<file path="src/rtl/mips_defs.sv">
// Shared MIPS control definitions: opcodes, FSM states, datapath select codes.
// Latency: none (constants, types and pure functions only).
// Backpressure: not applicable.
package mips_defs;

  // Opcodes and functs of the supported subset
  localparam logic [5:0] OP_RTYPE = 6'h00;
  localparam logic [5:0] OP_J     = 6'h02;
  localparam logic [5:0] OP_JAL   = 6'h03;
  localparam logic [5:0] OP_BEQ   = 6'h04;
  localparam logic [5:0] OP_ORI   = 6'h0d;
  localparam logic [5:0] OP_LUI   = 6'h0f;
  localparam logic [5:0] OP_LW    = 6'h23;
  localparam logic [5:0] OP_SW    = 6'h2b;

  localparam logic [5:0] FN_JR    = 6'h08;
  localparam logic [5:0] FN_ADDU  = 6'h21;
  localparam logic [5:0] FN_SUBU  = 6'h23;

  // FSM state encodings
  localparam logic [2:0] ST_FETCH  = 3'd0;
  localparam logic [2:0] ST_DECODE = 3'd1;
  localparam logic [2:0] ST_EXEC   = 3'd2;
  localparam logic [2:0] ST_MEM    = 3'd3;
  localparam logic [2:0] ST_WB     = 3'd4;

  // Datapath select codes, shared with the datapath muxes
  localparam logic [2:0] ALU_ADD   = 3'b000;
  localparam logic [2:0] ALU_SUB   = 3'b001;
  localparam logic [2:0] ALU_OR    = 3'b010;
  localparam logic [2:0] ALU_PASSB = 3'b011;

  localparam logic [1:0] EXT_ZERO  = 2'b00;
  localparam logic [1:0] EXT_SIGN  = 2'b01;
  localparam logic [1:0] EXT_LUI   = 2'b10;

  localparam logic [1:0] NPC_PC4   = 2'b00;
  localparam logic [1:0] NPC_BR    = 2'b01;
  localparam logic [1:0] NPC_J     = 2'b10;
  localparam logic [1:0] NPC_JR    = 2'b11;

  localparam logic [1:0] WD_ALU    = 2'b00;
  localparam logic [1:0] WD_DM     = 2'b01;
  localparam logic [1:0] WD_PC4    = 2'b10;

  localparam logic [1:0] DST_RT    = 2'b00;
  localparam logic [1:0] DST_RD    = 2'b01;
  localparam logic [1:0] DST_RA    = 2'b10;

  typedef enum logic [3:0] {
    I_ADDU, I_SUBU, I_ORI, I_LUI, I_LW, I_SW, I_BEQ, I_J, I_JAL, I_JR, I_ILL
  } instr_t;

  // ALU operand/operation settings for one instruction
  typedef struct packed {
    logic       alu_src;
    logic [1:0] ext_op;
    logic [2:0] alu_ctrl;
  } alu_cfg_t;

  // Full control word driven towards the datapath
  typedef struct packed {
    logic       ir_we;
    logic       pc_we;
    logic [1:0] npc_sel;
    logic       reg_we;
    logic [1:0] reg_dst;
    logic [1:0] wd_sel;
    alu_cfg_t   alu;
    logic       mem_req;
    logic       mem_we;
    logic       illegal;
  } ctrl_t;

  // Map opcode/funct onto an instruction class; anything unknown is I_ILL
  function automatic instr_t classify(input logic [5:0] op, input logic [5:0] func);
    instr_t r;
    r = I_ILL;
    case (op)
      OP_RTYPE: begin
        case (func)
          FN_ADDU: r = I_ADDU;
          FN_SUBU: r = I_SUBU;
          FN_JR:   r = I_JR;
          default: r = I_ILL;
        endcase
      end
      OP_ORI:  r = I_ORI;
      OP_LUI:  r = I_LUI;
      OP_LW:   r = I_LW;
      OP_SW:   r = I_SW;
      OP_BEQ:  r = I_BEQ;
      OP_J:    r = I_J;
      OP_JAL:  r = I_JAL;
      default: r = I_ILL;
    endcase
    return r;
  endfunction

  // ALU settings used from EXEC onwards; zero for classes that never use the ALU
  function automatic alu_cfg_t alu_cfg(input instr_t ins);
    alu_cfg_t c;
    c = '0;
    case (ins)
      I_ADDU:      c = '{alu_src: 1'b0, ext_op: EXT_ZERO, alu_ctrl: ALU_ADD};
      I_SUBU:      c = '{alu_src: 1'b0, ext_op: EXT_ZERO, alu_ctrl: ALU_SUB};
      I_ORI:       c = '{alu_src: 1'b1, ext_op: EXT_ZERO, alu_ctrl: ALU_OR};
      I_LUI:       c = '{alu_src: 1'b1, ext_op: EXT_LUI,  alu_ctrl: ALU_PASSB};
      I_LW, I_SW:  c = '{alu_src: 1'b1, ext_op: EXT_SIGN, alu_ctrl: ALU_ADD};
      I_BEQ:       c = '{alu_src: 1'b0, ext_op: EXT_ZERO, alu_ctrl: ALU_SUB};
      default:     c = '0;
    endcase
    return c;
  endfunction

endpackage

</file>
<file path="src/rtl/mc_decode.sv">
// Control-word decoder: (state, latched op/func, alu_zero, mem_ready) -> datapath controls.
// Latency: purely combinational, zero cycles.
// Backpressure: mem_ready only gates the sw completion (pc_we) while in MEM.
module mc_decode
  import mips_defs::*;
(
  input  logic [2:0] state,
  input  logic [5:0] op,
  input  logic [5:0] func,
  input  logic       alu_zero,
  input  logic       mem_ready,
  output ctrl_t      ctrl
);

  instr_t   ins;
  alu_cfg_t cfg;

  assign ins = classify(op, func);
  assign cfg = alu_cfg(ins);

  // Decode the control word for the current state and instruction class
  always_comb begin
    ctrl = '0;
    case (state)
      ST_FETCH: ctrl.ir_we = 1'b1;

      ST_DECODE: begin
        case (ins)
          I_J: begin
            ctrl.pc_we   = 1'b1;
            ctrl.npc_sel = NPC_J;
          end
          I_JAL: begin
            ctrl.pc_we   = 1'b1;
            ctrl.npc_sel = NPC_J;
            ctrl.reg_we  = 1'b1;
            ctrl.reg_dst = DST_RA;
            ctrl.wd_sel  = WD_PC4;
          end
          I_JR: begin
            ctrl.pc_we   = 1'b1;
            ctrl.npc_sel = NPC_JR;
          end
          I_ILL: begin
            ctrl.illegal = 1'b1;
            ctrl.pc_we   = 1'b1;
            ctrl.npc_sel = NPC_PC4;
          end
          default: ;
        endcase
      end

      ST_EXEC: begin
        ctrl.alu = cfg;
        // Branch resolves here from the live zero flag
        if (ins == I_BEQ) begin
          ctrl.pc_we   = 1'b1;
          ctrl.npc_sel = alu_zero ? NPC_BR : NPC_PC4;
        end
      end

      ST_MEM: begin
        if (ins == I_LW || ins == I_SW) begin
          ctrl.alu     = cfg;
          ctrl.mem_req = 1'b1;
          ctrl.mem_we  = (ins == I_SW);
          // A store retires in the cycle the memory accepts it
          if (ins == I_SW && mem_ready) begin
            ctrl.pc_we   = 1'b1;
            ctrl.npc_sel = NPC_PC4;
          end
        end
      end

      ST_WB: begin
        if (ins == I_ADDU || ins == I_SUBU || ins == I_ORI || ins == I_LUI || ins == I_LW) begin
          ctrl.alu     = cfg;
          ctrl.reg_we  = 1'b1;
          ctrl.pc_we   = 1'b1;
          ctrl.npc_sel = NPC_PC4;
          ctrl.reg_dst = (ins == I_ADDU || ins == I_SUBU) ? DST_RD : DST_RT;
          ctrl.wd_sel  = (ins == I_LW) ? WD_DM : WD_ALU;
        end
      end

      default: ;
    endcase
  end

endmodule

</file>
<file path="src/rtl/mc_controller.sv">
// Multi-cycle MIPS control FSM: FETCH/DECODE/EXEC/MEM/WB sequencing of the datapath.
// Latency: 2 (j/jal/jr/illegal), 3 (beq), 4 (alu/sw), 5 (lw) cycles plus memory wait.
// Backpressure: holds in MEM with mem_req until mem_ready; flags mem_err once at MEM_TIMEOUT.
module mc_controller
  import mips_defs::*;
#(
  parameter int MEM_TIMEOUT = 16
) (
  input  logic       clk,
  input  logic       reset,
  input  logic [5:0] op,
  input  logic [5:0] func,
  input  logic       alu_zero,
  input  logic       mem_ready,
  output logic       ir_we,
  output logic       pc_we,
  output logic [1:0] npc_sel,
  output logic       reg_we,
  output logic [1:0] reg_dst,
  output logic [1:0] wd_sel,
  output logic       alu_src,
  output logic [1:0] ext_op,
  output logic [2:0] alu_ctrl,
  output logic       mem_req,
  output logic       mem_we,
  output logic       instr_done,
  output logic       illegal,
  output logic       mem_err
);

  // Wide enough to hold MEM_TIMEOUT itself so the count can saturate there
  localparam int CW = $clog2(MEM_TIMEOUT + 1);
  localparam logic [CW-1:0] CNT_SAT = CW'(MEM_TIMEOUT);
  localparam logic [CW-1:0] CNT_ERR = CW'(MEM_TIMEOUT - 1);

  logic [2:0]    state_q, state_d;
  logic [5:0]    op_q, func_q;
  logic [CW-1:0] wait_cnt;
  instr_t        ins;
  ctrl_t         ctrl;

  assign ins = classify(op_q, func_q);

  mc_decode u_decode (
    .state     (state_q),
    .op        (op_q),
    .func      (func_q),
    .alu_zero  (alu_zero),
    .mem_ready (mem_ready),
    .ctrl      (ctrl)
  );

  // Next-state sequencing; every path ends back in FETCH with no idle cycle
  always_comb begin
    state_d = ST_FETCH;
    case (state_q)
      ST_FETCH:  state_d = ST_DECODE;
      ST_DECODE: state_d = (ins == I_J || ins == I_JAL || ins == I_JR || ins == I_ILL)
                           ? ST_FETCH : ST_EXEC;
      ST_EXEC: begin
        case (ins)
          I_LW, I_SW:                    state_d = ST_MEM;
          I_ADDU, I_SUBU, I_ORI, I_LUI:  state_d = ST_WB;
          default:                       state_d = ST_FETCH;
        endcase
      end
      ST_MEM: begin
        if (!mem_ready)       state_d = ST_MEM;
        else if (ins == I_SW) state_d = ST_FETCH;
        else                  state_d = ST_WB;
      end
      ST_WB:   state_d = ST_FETCH;
      default: state_d = ST_FETCH;
    endcase
  end

  // State register plus op/func capture in FETCH
  always_ff @(posedge clk or posedge reset) begin
    if (reset) begin
      state_q <= ST_FETCH;
      op_q    <= '0;
      func_q  <= '0;
    end else begin
      state_q <= state_d;
      if (state_q == ST_FETCH) begin
        op_q   <= op;
        func_q <= func;
      end
    end
  end

  // Count completed MEM wait cycles, saturating so the error fires only once
  always_ff @(posedge clk or posedge reset) begin
    if (reset) begin
      wait_cnt <= '0;
    end else if (state_q == ST_MEM && state_d == ST_MEM) begin
      if (wait_cnt != CNT_SAT) wait_cnt <= wait_cnt + CW'(1);
    end else begin
      wait_cnt <= '0;
    end
  end

  // Reset forces every output low immediately, independent of the clock
  assign ir_we      = !reset && ctrl.ir_we;
  assign pc_we      = !reset && ctrl.pc_we;
  assign instr_done = !reset && ctrl.pc_we;
  assign npc_sel    = reset ? 2'b00 : ctrl.npc_sel;
  assign reg_we     = !reset && ctrl.reg_we;
  assign reg_dst    = reset ? 2'b00 : ctrl.reg_dst;
  assign wd_sel     = reset ? 2'b00 : ctrl.wd_sel;
  assign alu_src    = !reset && ctrl.alu.alu_src;
  assign ext_op     = reset ? 2'b00 : ctrl.alu.ext_op;
  assign alu_ctrl   = reset ? 3'b000 : ctrl.alu.alu_ctrl;
  assign mem_req    = !reset && ctrl.mem_req;
  assign mem_we     = !reset && ctrl.mem_we;
  assign illegal    = !reset && ctrl.illegal;
  assign mem_err    = !reset && (state_q == ST_MEM) && (wait_cnt == CNT_ERR);

endmodule

</file>
<file path="config.mk">
export PLATFORM = sky130hd
export DESIGN_NAME = mc_controller
export DESIGN_NICKNAME = d
export VERILOG_FILES = /design/src/rtl/mips_defs.sv /design/src/rtl/mc_decode.sv /design/src/rtl/mc_controller.sv
export SDC_FILE = /design/constraint.sdc
export NUM_CORES = 1
export LEC_CHECK = 0
export ABC_AREA = 1
export BUFFER_PORTS_ARGS = -buffer_cell sky130_fd_sc_hd__buf_2
export CAP_MARGIN = 10
export CORE_MARGIN = 2
export CORE_UTILIZATION = 52
export CTS_BUF_LIST = sky130_fd_sc_hd__clkbuf_4
export DETAILED_ROUTE_END_ITERATION = 7
export HOLD_SLACK_MARGIN = 0.05
export PLACE_DENSITY = 0.88
export SYNTH_ARGS = -nofsm -noshare
export SYNTH_HDL_FRONTEND = slang
export SYNTH_SLANG_ARGS = --single-unit
</file>
<file path="constraint.sdc">
create_clock -name clk -period 2.37 [get_ports clk]
set_clock_uncertainty 0.2 [all_clocks]
set_input_delay 0.474 -clock clk [delete_from_list [all_inputs] [get_ports clk]]
set_output_delay 0.474 -clock clk [all_outputs]
set_load 0.01 [all_outputs]
</file>
==> results of run 1 <==
[sequential cells by signal, summed over array words and instances, names as in the netlist]
name and cells:
op_q 6, state_q 3, func_q 6, wait_cnt 5
[power by group through the flow]
stage	Combinational (mW)	Clock, mW	Sequential [mW]
2_1_floorplan	0.634	0	0.564
3_3_place_gp	0.795	0	0.576
3_5_place_dp	0.814	0	0.584
4_1_cts	1.04	0.164	0.580
5_1_grt	1.30	0.183	0.636
6_report	1.21	0.169	0.629
[layout by cell type (no fill, tap or decap), types with 6 or more instances in the layout]
| cell type | instances |
|---|---|
| a21oi_1 | 8 |
| buf_2 | 34 |
| buf_4 | 16 |
| dfrtp_1 | 15 |
| inv_1 | 32 |
| inv_2 | 9 |
| nand2_1 | 16 |
| nand2_2 | 10 |
| nand2_4 | 6 |
| nand3_1 | 9 |
| nand3_2 | 10 |
| nor2_1 | 25 |
| nor2_2 | 10 |
| nor2_4 | 10 |
| o21ai_0 | 7 |
[cell usage after synthesis, drive strengths merged]
cell	number	area, um2
ha	3	37.54
dfrtp	20	500.5
buf	3	22.52
inv	41	153.9
nand3	24	162.7
a22oi	1	7.510
nand2	32	130.1
clkbuf	2	7.510
nand3b	1	7.510
o21bai	1	7.510
nand4	2	12.51
xnor2	1	8.760
nor3	4	20.02
a211oi	1	7.510
o21ai	8	40.04
o21a	1	7.510
o22ai	1	6.260
a21oi	11	62.56
nor4	1	12.51
conb	1	3.750
mux2	5	56.30
xor2	1	8.760
nor2	45	208.9
[area by class of cell]
| type | instances | area (um2) | share of cell area, % |
|---|---|---|---|
| well taps | 31 | 38.79 | 1.836 |
| repair buffers | 55 | 354.1 | 16.77 |
| flip-flops and latches | 20 | 506.7 | 23.99 |
| inverters | 41 | 153.9 | 7.287 |
| clock buffers | 3 | 22.52 | 1.066 |
| multi-input cells | 144 | 1036 | 49.05 |
[repair_timing]
action,CTS,global route
resized for setup,35,33
buffers inserted,9,5
hold buffers,1,0
pin swaps,11,10
hold endpoints to repair,2,0
setup endpoints to repair,14,18
gates cloned,0,0
[worst paths after layout]
kind | from | endpoint | slack [ps]
max | op_q[4] | instr_done | -350
max reg2reg | op_q[4] | state_q[1] | 460
min in group clk | op[4] | op_q[4] | 190
min | reset | func_q[1] | 140
max in group asynchronous | reset | state_q[2] | 1260
min reg2reg | func_q[4] | func_q[4] | 360
[per-stage QoR]
stage | util [%] | instance area (um2) | hold slack, ps
after floorplan | - | 1493 | 260.9
after global placement | 63.07 | 1724 | 259.9
after detailed placement | 63.07 | 1724 | 255.6
after CTS | 72.22 | 1974 | 101.8
after global routing | 77.25 | 2112 | 147.8
final | 77.25 | 2112 | 143.1
[critical path, cell delays in order, from the launching register on]
cell	delay, ps
dfrtp_1	440
nor2_4	140
buf_12	140
nand3_2	100
nand2_1	110
nor2_2	60
nand2_4	90
nand3_2	90
nand2_2	70
inv_2	40
nand2_2	80
nand2_2	60
a21oi_2	150
buf_2	140
[kinds of logic (layout without fill, tap and decap cells)]
logic type	Yosys count	count (layout)	share of synthesized area, %
mux	5	5	3.772
fa+ha+maj	3	3	2.515
xor+xnor	2	2	1.174
flops	20	20	33.53
simple gates	109	109	37.13
other cells	1	1	0.2512
buf+inv	46	99	12.32
compound gates	24	24	9.305
[routing by layer]
| layer | GRT usage [%] | vias up | share of wire [%] |
|---|---|---|---|
| li1 | - | 768 | - |
| met1 | 33.09 | 771 | 37 |
| met5 | 0 | - | 0 |
| met4 | 21.26 | 0 | 6.5 |
| met2 | 47.24 | 103 | 50 |
| met3 | 4.082 | 29 | 5.8 |
==> results.md, run 1 <==
* Largest net degree at the start of global routing at 21
* RSZ-0062 raised after global routing: yes
* CP startpoint kind: flip-flop
* Drt total wl at 4.745 mm
* Net switching power at 0.9950 mW
* Vias in the first global route at 1598
* CTS sink cnt at 20
* Crit end category: output port
* Final setup vio count at 15
* Die ar. at 3315 um2
* Final ANT Viol Nets at 0
* Failing checks: setup timing
* Clock power frac at 8.4%
* Mapped Cells at 210
* Syn Std Cell Area at 1493 um2
* Mapped Nets at 229
* Clock Latency Late Sink at 320 ps
* Max-Cap Viols at 0
* Layout Nets at 284
* Die H at about 58 um
* Status: finished, violations left
* Die Width at 57.58 um
* Fill cells at 165
* Period minus WS final at ~2700 ps
* Clk buf depth at 2
* Yosys reg bits at 20
* Final setup margin at -353.8 ps
* Post-DR vias/cell at 5.684
* Fin cells at 294
* Top Ports at 36
* Drt drc at 0
* Setup TNS at -3714 ps
* Htree depth at 1
* Synth warn at 0
* Initial Util at 54.60%
* Pre-Repair DR Iteration Count at 6
* Max VDD drop at between 0.7 and 0.8 mV
* Sw Ratio at 49.57%
* WP data required at 1700 ps
* Congestion Overflow GR at 0
* Sequential share of power at 31.3%
* WS Path Type: reg -> out
* Final hold violation count at 0
* Period utilisation layout at 114.9%
* DRT iter0 DRCs at 199
* Wire per inst at about 16 um
* GRT Total Usage at 28.50%
* Pleak at 1.081 nW
* N_diodes at 0
* Maximum fanout along the worst path at 7
* Combinational fraction of design power at between 60% and 70%
* Layout cell share with drive strength beyond 1 at 51.33%
* GPL Wtd Cong at 0.8969
* Int Power at 1.012 mW
* Initial antenna violation count at 0
* Total number of vias at between 1500 and 2000
* Setup WS pre-CTS at around 5.8 ps
* Seq/Total Area, Yosys at around a third
* Fmax at between 300 and 400 MHz
* Root buffer cell: clkbuf_4
* Slew Limit Fails at 0
* Dpl hpwl at 2.635 mm
* Synth Area per Inst at 7.108 um2
* Clk pin slew, worst setup/hold paths at between 100 and 150 ps
* Port bufs at 34
* Crit path DAT at approximately 2000 ps
* CTS tree: built
* CORE AREA at roughly 2700 um2
* Synth-to-Final Area Change at 41.49%
* Tot Pwr at around 2 mW
* First-pass GRT wire length at 7.127 mm
* R2r worst-path depth at 10
* Power Density at 950.4 nW/um2
* Number of CTS-inserted buffers at 3
* Type of the tightest min-delay check: in -> async
* # rows at 19
* Distinct cell type count after synthesis at 30
* Dpl cells at 277
Power figures use the tool's default switching activity.
==> inputs of run 2 (changes only) <==
--- a/config.mk
+++ b/config.mk
@@ -9,11 +9,11 @@
 export BUFFER_PORTS_ARGS = -buffer_cell sky130_fd_sc_hd__buf_2
 export CAP_MARGIN = 10
 export CORE_MARGIN = 2
-export CORE_UTILIZATION = 52
+export CORE_UTILIZATION = 35
 export CTS_BUF_LIST = sky130_fd_sc_hd__clkbuf_4
 export DETAILED_ROUTE_END_ITERATION = 7
 export HOLD_SLACK_MARGIN = 0.05
-export PLACE_DENSITY = 0.88
+export PLACE_DENSITY = 0.66
 export SYNTH_ARGS = -nofsm -noshare
 export SYNTH_HDL_FRONTEND = slang
 export SYNTH_SLANG_ARGS = --single-unit
==> run 2 against run 1 <==
Against the previous run: the run still ends with setup timing left; register-to-register slack better by 30 ps; largest power group unchanged; setup slack better by 50 ps; combinational power down 6%; sequential cell count unchanged; critical path depth down 2; hold slack better by 40 ps; highest routed layer unchanged.
==> results.md, run 2 (synthesis gave the netlist of run 1 again) <==
* Status: finished, violations left
* Failing checks: setup timing
* Type of the tightest min-delay check: in -> async
* Period utilisation layout at 112.8% (-2.1 points)
* Die Width at 69.31 um (+20%)
* Top Ports at 36 (unchanged)
* Htree depth at 1 (unchanged)
* N_diodes at 0 (unchanged)
* Max VDD drop at 0.3857 mV (-51%)
* Port bufs at 34 (unchanged)
* Crit path DAT at 2000 ps (-50 ps)
* # rows at 23 (+4)
* Layout cell share with drive strength beyond 1 at 50.19% (-1.1 points)
* Pre-Repair DR Iteration Count at 4 (-2)
* Setup TNS at -2819 ps (+895.4 ps)
* Final hold violation count at 0 (unchanged)
* Sw Ratio at 45.09% (-4.5 points)
* Vias in the first global route at 1352 (-15%)
* First-pass GRT wire length at 5.685 mm (-20%)
* Dpl cells at 294 (+6.1%)
* Initial Util at 36.79% (-18 points)
* Synth-to-Final Area Change at 43.84%
* Layout Nets at 285 (+0.35%)
* Reg area at 506.7 um2 (unchanged)
* Post-DR vias/cell at 4.806 (-15%)
* Crit end category: output port
* Fmax at 373.9 MHz (+1.9%)
* CORE AREA at 4058 um2 (+48%)
* Wire per inst at 12.00 um (-26%)
* Clock Latency Late Sink at 300 ps (-20 ps)
* RSZ-0062 raised after global routing: yes
* GPL Wtd Cong at 0.8606 (-4.0%)
* Maximum fanout along the worst path at 5 (-2)
* Clk buf depth at 2 (unchanged)
* Largest net degree at the start of global routing at 21 (unchanged)
* Critical path's slowest cell: dfrtp_2
* Commonest non-fill, non-tap cells in the layout: buf_2 (34), inv_1 (33), nor2_1 (26)
* Final ANT Viol Nets at 0 (unchanged)
* Final setup vio count at 15 (unchanged)
* Period minus WS final at 2674 ps (-49.66 ps)
* Root buffer cell: clkbuf_4
* Fin cells at 315 (+7.1%)
* Max incr delay on CP at 460 ps (+20 ps)
* Pleak at 1.095 nW (+1.3%)
* Net switching power at 0.9120 mW (-8.3%)
* Regs by FF count: func_q (6), op_q (6), wait_cnt (5)
* CTS tree: built
* Int Power at 1.110 mW (+9.7%)
* Die H at 69.31 um (+20%)
* Final setup margin at -304.2 ps (+49.66 ps)
* Dpl hpwl at 2.631 mm (-0.14%)
* CTS sink cnt at 20 (unchanged)
* Die ar. at 4803 um2 (+45%)
* Clock power frac at 13.6% (+5.2 points)
* Combinational fraction of design power at 56.2% (-4.1 points)
* Initial antenna violation count at 0 (unchanged)
* Total number of vias at 1514 (-9.4%)
* DRT iter0 DRCs at 52 (-74%)
* WS Path Type: reg -> out
* Congestion Overflow GR at 0 (unchanged)
* Worst path cell trace: nor2_4 -> nand2_4 -> nor2_4 -> a21oi_4 -> nand3_2 -> nand2_2 -> nand2_4 -> nand2_1 -> nor2_2 -> a21oi_2 -> buf_2
* Slew Limit Fails at 0 (unchanged)
* Drt drc at 0 (unchanged)
* Power Density at 942.0 nW/um2 (-0.89%)
* Area of the multi-input gates at 1021 um2 (-1.4%)
* R2r worst-path depth at 10 (unchanged)
* Max-Cap Viols at 0 (unchanged)
* Drt total wl at 3.780 mm (-20%)
* Fill cells at 374 (+130%)
* WP data required at 1700 ps (about the same)
* Sequential share of power at 30.2% (-1.1 points)
* GRT Total Usage at 14.52% (-14 points)
* Clk pin slew, worst setup/hold paths at 120 ps (about the same)
* CP startpoint kind: flip-flop
* Most common library cell in the layout ignoring fill and taps: buf_2
* Number of CTS-inserted buffers at 3 (unchanged)
==> run 2: what timing repair did <==
| item | in CTS | in global routing |
|---|---|---|
| resized for setup | 11 | 48 |
| pin swaps | 7 | 12 |
| cloned | 0 | 0 |
| hold endpoints to repair | 7 | 0 |
| setup buffers | 6 | 10 |
| endpoints found under the setup margin | 15 | 16 |
| hold buffers | 1 | 0 |
==> run 2: critical path, delay by kind of cell, from the launching register on <==
| kind | cells | cell delay (ps) |
|---|---|---|
| AOI/OAI and AO/OA | 2 | 150 |
| and+or+nand+nor | 8 | 950 |
| DFF | 1 | 460 |
| buffers and inverters | 1 | 140 |
==> run 2: final cells by class <==
cell class,count,share of cell area (%)
repair buffers,56,16.32
well taps,50,2.914
multi-input cells,144,47.55
inverters,41,7.168
clock buffers,3,1.049
clock inverters,1,1.399
flip-flops and latches,20,23.60
==> run 2: power groups by stage <==
stage / sequential [mW] / combinational [mW] / clock [mW]
floorplan: 0.564 / 0.634 / 0
global placement: 0.579 / 0.803 / 0
detailed placement: 0.585 / 0.809 / 0
CTS: 0.579 / 0.910 / 0.290
global route: 0.627 / 1.25 / 0.302
finish: 0.610 / 1.14 / 0.276
==> run 2: per-stage QoR <==
step / utilization [%] / cell area [um2] / total power, mW / hold WS (ps) / worst slack [ps]
final: 52.91 / 2147 / 2.022 / 183.3 / -304.2
after detailed placement: 42.71 / 1733 / 1.394 / 324.3 / -4.199
after CTS: 46.22 / 1876 / 1.779 / 152.5 / -306.6
after floorplan: - / 1493 / 1.198 / 260.9 / 67.99
after global routing: 52.91 / 2147 / 2.179 / 188.6 / -418.6
after global placement: 42.71 / 1733 / 1.382 / 320.7 / 0.6989
==> run 2: per-layer routing <==
metal	vias up	part of all wire, %	wire length [um]	track usage, %
li1	768	-	-	-
met1	697	44	1649	18.72
met2	43	51	1915	24.79
met3	6	4.5	169	2.471
met4	0	1.2	46	4.357
met5	-	0	0	0
==> run 2: worst paths after layout <==
path	from	to	slack (ps)
worst min register to register	func_q[1]	func_q[1]	360
min in group clk	op[2]	op_q[2]	200
worst min-delay path	reset	wait_cnt[3]	180
worst max-delay path	op_q[2]	pc_we	-300
worst max register to register	op_q[2]	state_q[1]	490
max in group asynchronous	reset	op_q[1]	1020
